$ cat config.mk
export PLATFORM = sky130hd
export DESIGN_NAME = yapp_input_arbiter
export DESIGN_NICKNAME = d
export VERILOG_FILES = /design/src/rtl/yapp_input_arbiter.sv
export SDC_FILE = /design/constraint.sdc
export NUM_CORES = 1
export LEC_CHECK = 0
export ABC_CLOCK_PERIOD_IN_PS = 2700
export CORE_ASPECT_RATIO = 0.9
export CORE_UTILIZATION = 40
export CTS_CLUSTER_SIZE = 14
export DETAILED_ROUTE_END_ITERATION = 8
export GPL_TIMING_DRIVEN = 0
export PLACE_DENSITY = 0.72
export REMOVE_ABC_BUFFERS = 1
export SKIP_LAST_GASP = 1
export SYNTH_ARGS = -nofsm -noshare
export SYNTH_HDL_FRONTEND = slang
export SYNTH_SLANG_ARGS = --single-unit
$ cat constraint.sdc
create_clock -name clock -period 2.7 [get_ports clock]
set_input_delay 0.675 -clock clock [delete_from_list [all_inputs] [get_ports clock]]
set_output_delay 0.675 -clock clock [all_outputs]
set_load 0.03 [all_outputs]
$ cat src/rtl/yapp_input_arbiter.sv
`timescale 1ns/1ps
// yapp_input_arbiter
// Round-robin, packet-atomic arbiter that shares the single YAPP input port of
// yapp_router among NUM_SRC packet sources. Each header is parsed to find the
// packet end, so only whole packets are forwarded, separated by GAP_CYC idle
// cycles, with router back-pressure (in_suspend) honoured throughout.
// Optional feature macro: YAPP_ARB_DROP_ADDR3_EN -- when defined, packets whose
// header carries addr==2'b11 are drained from the source and never forwarded.
module yapp_input_arbiter #(
    parameter int NUM_SRC = 4,
    parameter int GAP_CYC = 1
) (
    input  logic                 clock,
    input  logic                 reset,
    input  logic [NUM_SRC*8-1:0] src_data,
    input  logic [NUM_SRC-1:0]   src_vld,
    output logic [NUM_SRC-1:0]   src_rdy,
    output logic [7:0]           in_data,
    output logic                 in_data_vld,
    input  logic                 in_suspend,
    output logic [NUM_SRC-1:0]   grant,
    output logic                 busy,
    output logic                 proto_err
);

    localparam int PW  = (NUM_SRC > 1) ? $clog2(NUM_SRC) : 1;
    localparam int PW1 = PW + 1;
    localparam int GW  = $clog2(GAP_CYC + 1);

    typedef enum logic [1:0] {
        ST_IDLE,
        ST_XFER,
        ST_GAP
    } state_t;

    state_t               state_q, state_d;
    logic [NUM_SRC-1:0]   grant_q, grant_d;
    logic [PW-1:0]        owner_q, owner_d;
    logic [PW-1:0]        ptr_q, ptr_d;
    logic [7:0]           data_q, data_d;
    logic                 vld_q, vld_d;
    logic [6:0]           remain_q, remain_d;
    logic                 hdr_seen_q, hdr_seen_d;
    logic                 perr_q, perr_d;
    logic [GW-1:0]        gap_q, gap_d;
    logic                 drop_q, drop_d;

    logic [7:0]           own_byte;
    logic                 own_vld;
    logic [PW-1:0]        win;
    logic [PW1-1:0]       sum;
    logic [PW-1:0]        cand;
    logic                 rdy_ok;
    logic                 accept;
    logic                 stall;
    logic                 hdr_drop;
    logic                 fwd;

    // Select the byte and valid of the current packet owner.
    always_comb begin
        own_byte = '0;
        own_vld  = 1'b0;
        for (int i = 0; i < NUM_SRC; i++) begin
            if (owner_q == PW'(i)) begin
                own_byte = src_data[8*i +: 8];
                own_vld  = src_vld[i];
            end
        end
    end

    // Find the first requester at or after the round-robin pointer; scanning
    // downwards lets the nearest candidate overwrite the farther ones.
    always_comb begin
        win  = ptr_q;
        sum  = '0;
        cand = '0;
        for (int k = NUM_SRC - 1; k >= 0; k--) begin
            sum = {1'b0, ptr_q} + PW1'(k);
            if (sum >= PW1'(NUM_SRC)) begin
                sum = sum - PW1'(NUM_SRC);
            end
            cand = sum[PW-1:0];
            if (src_vld[cand]) begin
                win = cand;
            end
        end
    end

    // A dropped packet is drained regardless of back-pressure because nothing
    // is being placed in the output register for it.
    assign rdy_ok  = drop_q | ~vld_q | ~in_suspend;
    assign src_rdy = (state_q == ST_XFER) ? (grant_q & {NUM_SRC{rdy_ok}}) : '0;
    assign accept  = (state_q == ST_XFER) & rdy_ok & own_vld;
    assign stall   = (state_q == ST_XFER) & hdr_seen_q & rdy_ok & ~own_vld;

`ifdef YAPP_ARB_DROP_ADDR3_EN
    assign hdr_drop = ~hdr_seen_q & (own_byte[1:0] == 2'b11);
`else
    assign hdr_drop = 1'b0;
`endif

    assign fwd = accept & ~(drop_q | hdr_drop);

    // Next-state logic: arbitration, packet length tracking, gap timing and
    // the one-deep output register towards the router.
    always_comb begin
        state_d    = state_q;
        grant_d    = grant_q;
        owner_d    = owner_q;
        ptr_d      = ptr_q;
        remain_d   = remain_q;
        hdr_seen_d = hdr_seen_q;
        drop_d     = drop_q;
        gap_d      = gap_q;
        perr_d     = perr_q | stall;
        data_d     = data_q;
        vld_d      = vld_q;

        if (fwd) begin
            data_d = own_byte;
            vld_d  = 1'b1;
        end else if (!(vld_q && in_suspend)) begin
            vld_d  = 1'b0;
        end

        case (state_q)
            ST_IDLE: begin
                if (|src_vld) begin
                    state_d    = ST_XFER;
                    grant_d    = NUM_SRC'(1) << win;
                    owner_d    = win;
                    ptr_d      = (win == PW'(NUM_SRC - 1)) ? '0 : win + 1'b1;
                    hdr_seen_d = 1'b0;
                    drop_d     = 1'b0;
                    remain_d   = '0;
                end
            end
            ST_XFER: begin
                if (accept) begin
                    if (!hdr_seen_q) begin
                        hdr_seen_d = 1'b1;
                        remain_d   = {1'b0, own_byte[7:2]} + 7'd1;
                        drop_d     = hdr_drop;
                    end else begin
                        remain_d = remain_q - 7'd1;
                        if (remain_q == 7'd1) begin
                            state_d = ST_GAP;
                            gap_d   = '0;
                        end
                    end
                end
            end
            ST_GAP: begin
                if (!vld_q) begin
                    if (gap_q == GW'(GAP_CYC - 1)) begin
                        state_d = ST_IDLE;
                        grant_d = '0;
                    end else begin
                        gap_d = gap_q + 1'b1;
                    end
                end
            end
            default: begin
                state_d = ST_IDLE;
                grant_d = '0;
            end
        endcase
    end

    // State register with synchronous reset; reset abandons any packet.
    always_ff @(posedge clock) begin
        if (reset) begin
            state_q    <= ST_IDLE;
            grant_q    <= '0;
            owner_q    <= '0;
            ptr_q      <= '0;
            data_q     <= '0;
            vld_q      <= 1'b0;
            remain_q   <= '0;
            hdr_seen_q <= 1'b0;
            perr_q     <= 1'b0;
            gap_q      <= '0;
            drop_q     <= 1'b0;
        end else begin
            state_q    <= state_d;
            grant_q    <= grant_d;
            owner_q    <= owner_d;
            ptr_q      <= ptr_d;
            data_q     <= data_d;
            vld_q      <= vld_d;
            remain_q   <= remain_d;
            hdr_seen_q <= hdr_seen_d;
            perr_q     <= perr_d;
            gap_q      <= gap_d;
            drop_q     <= drop_d;
        end
    end

    assign in_data     = data_q;
    assign in_data_vld = vld_q;
    assign grant       = grant_q;
    assign busy        = (state_q != ST_IDLE);
    assign proto_err   = perr_q;

endmodule
==> metrics.md <==
| Metric | Value |
|---|---|
| Yosys Warn Count | 0 |
| Leading post-synthesis cells by cell area | dfxtp_1 (33%), mux4_1 (11%), a21oi_1 (7.3%) |
| Max-cap viol count | 0 |
| CP Class | input pin to primary output |
| Worst-Skew Late Latency | 0.28 ns |
| Non-Filler Instances | 294 |
| Number of synthesized flops with an enable pin | 0 |
| # IOs | 58 |
| Sequential share of the synthesized area | 0.328 |
| RSZ-0062 raised after global routing | false |
| Clock Skews | 0.00659 ns |
| CTS max path bufs | 2 |
| GR Overflow Total | 0 |
| PortBufs | 57 |
| Synth Area per Inst | 8.67 um2 |
| DRC Markers | 0 |
| Post-Route WL | 4050 um |
| Synth Cell Area | 0.00171 mm2 |
| Top cell type's share of synthesized area | 0.328 |
| Post-synth cell types | 40 |
| Pint | 826 uW |
| Net Sw Frac | 0.297 |
| Worst EP required | 2.03 ns |
| Worst-path clk slew | 0.09 ns |
| Initial core utilization | 0.419 |
| First-pass DRT Iterations | 6 |
| Layout Nets | 293 |
| Min cycle time layout | 2.55 ns |
| Clock Sinks | 28 |
| Slew HR | 0.306 |
| Vias in the first global route | 1538 |
| TritonCTS clock tree | done |
| Fillers | 380 |
| Die area | 0.00454 mm2 |
| Max Transition Viols Final | 0 |
| Number of diodes | 0 |
| CP arrival | 1.88 ns |
| Setup slack at placement | -0.203 ns |
| Global-route wire length before repair | 7090 um |
| Placed insts | 290 |
| Vias after detailed routing | 1598 |
| Die H | 64.0 um |
| GRT Total Usage | 0.195 |
| F_max | 392 MHz |
| LEAKAGE | 0.000893 uW |
| CP peak stage delay | 0.46 ns |
| Gates resized, CTS repair | 4 |
| Worst-Margin Slew | 1.04 ns |
| Clock share of power | 0.278 |
| Final Hold Fails | 0 |
| Yosys reg bits | 28 |
| Logic pwr share | 0.312 |
| Crit-path max FO | 8 |
| Synth-to-layout area growth | 37.9% |
| Cell taking the most area after synthesis | dfxtp_1 |
| Layout cells sized above 1 | 0.0488 |
| Worst Path Buf+Inv | 2 |
| Worst-path cell chain | clkdlybuf4s50_1 -> nand2_1 -> and3_1 -> dlygate4sd2_1 |
| Rows | 22 |
| Largest net degree at the start of global routing | 29 |
| Routed vias/inst | 5.44 |
| Post-synth ARST share | 0 |
| CP top delay family | buffers and inverters |
| 1st-iter DRT viols | 66 |
| DIE WIDTH | 70.9 um |
| Worst setup SP type | input pin |
| Switching pwr | 350 uW |
| Avg WL per Cell | 13.8 um |
| Antenna violations before repair | 0 |
| Multi-input gate area | 0.00106 mm2 |
| Core area | 0.00407 mm2 |
| Worst vdd ir | 0.265 mV |
| Slowest-stage cell, CP | clkdlybuf4s50_1 |
| Most common cell in the netlist | nand2_1 |
| H-tree Lvls | 1 |
| Post-CTS setup buffers | 0 |
| Final ANT Viol Nets | 0 |
| Worst Hold Class | flip-flop to flip-flop |
| Crit share post-route | 0.946 |
| Setup crit end kind | primary output |
| Outcome | finished clean |
| Post-Syn Instances | 197 |
| Dpl hpwl | 3040 um |
| Setup violations, final | 0 |
| Reg power frac | 0.410 |
| Most used flip-flop cell after synthesis | dfxtp_1 |
| Storage element area | 561 um2 |
| Hold-fix buffers, CTS | 0 |
| Root Driver | clkbuf_8 |
| Final worst setup slack | 0.147 ns |
| Cell Pwr Density | 499 mW/mm2 |
| Final GP Congestion | 0.807 |
| Commonest cells post-synth | nand2_1 (30), dfxtp_1 (28), a21oi_1 (25) |
| Num CTS Buffers | 3 |
-- cells in the final DEF, fill, tap and decap left out, types with 2 or more instances in the layout --
master and count:
o21ai_0 2, nor4_1 2, a22oi_1 4, xor2_1 2
a211oi_1 4, xnor2_1 5, a21oi_1 25, mux4_1 7
nor3_1 6, dfxtp_1 28, clkbuf_8 3, nor2b_1 4
mux4_2 2, nand2_1 30, nand3_1 6, nand2b_1 3
ha_1 7, inv_1 9, dlygate4sd2_1 4, a31oi_1 2
and3_1 5, o21a_1 2, clkdlybuf4s50_1 53, nor2_1 12
-- logic make-up after synthesis --
logic type                 after synthesis  synth area share
and+or+nand+nor                         78             0.221
AOI/OAI and AO/OA                       46             0.169
DFF                                     28             0.328
buffers and inverters                   21            0.0549
muxes                                   10             0.140
xor gates and xnor gates                 7            0.0359
adders and majority gates                7            0.0513
-- per-layer routing --
layer  track usage  routed length [um]
met2         0.333                2070
met3        0.0410                 193
met4        0.0450                  31
met1         0.254                1750
met5             0                   0
-- stage by stage --
step | instance area (um2) | power (uW) | hold WS, ns | util | setup TNS (ns)
floorplan | 1650 | 709 | 0.435 | - | 0
global placement | 2280 | 849 | 0.436 | 0.559 | -0.934
detailed placement | 2280 | 856 | 0.443 | 0.559 | -1.13
CTS | 2340 | 1190 | 0.458 | 0.576 | 0
global route | 2350 | 1250 | 0.484 | 0.578 | 0
finish | 2350 | 1180 | 0.454 | 0.578 | 0
-- worst reg2reg max path, cell delays in order (launching register included) --
cell and delay [ns]:
dfxtp_1 0.66, mux4_2 0.62, and3_4 0.27, and3_1 0.18, o21a_1 0.18, a2111oi_2 0.32
-- state kept, by name, indices dropped and copies added (netlist names) --
| signal | cells |
|---|---|
| in_data | 8 |
| remain_q | 7 |
| grant | 4 |
| owner_q | 2 |
| ptr_q | 2 |
| state_q | 2 |
| hdr_seen_q | 1 |
| in_data_vld | 1 |
| proto_err | 1 |
-- worst paths after layout --
| path | slack, ns | cells after the start | end | startpoint |
|---|---|---|---|---|
| setup / recovery | 0.15 | 4 | src_rdy[0] | in_suspend |
| hold / removal | 0.45 | 2 | proto_err | proto_err |
| setup reg to reg | 0.35 | 5 | remain_q[5] | owner_q[0] |
| hold reg to reg | 0.45 | 2 | proto_err | proto_err |
-- final cells by class --
cell class,count,share of cell area
Tap cell,48,0.0255
Timing Repair Buffer,57,0.240
Inverter,9,0.0143
Clock inverter,1,0.0128
Multi-Input combinational cell,148,0.452
Sequential cell,28,0.238
Clock buffer,3,0.0175
-- power by group through the flow --
stage	Sequential [uW]	Clock, uW	Combinational, uW
2_1_floorplan	513	0	196
3_3_place_gp	491	0	358
3_5_place_dp	491	0	365
4_1_cts	482	340	367
5_1_grt	489	358	403
6_report	482	327	367
Note: power is estimated with default switching activity, not from simulation.
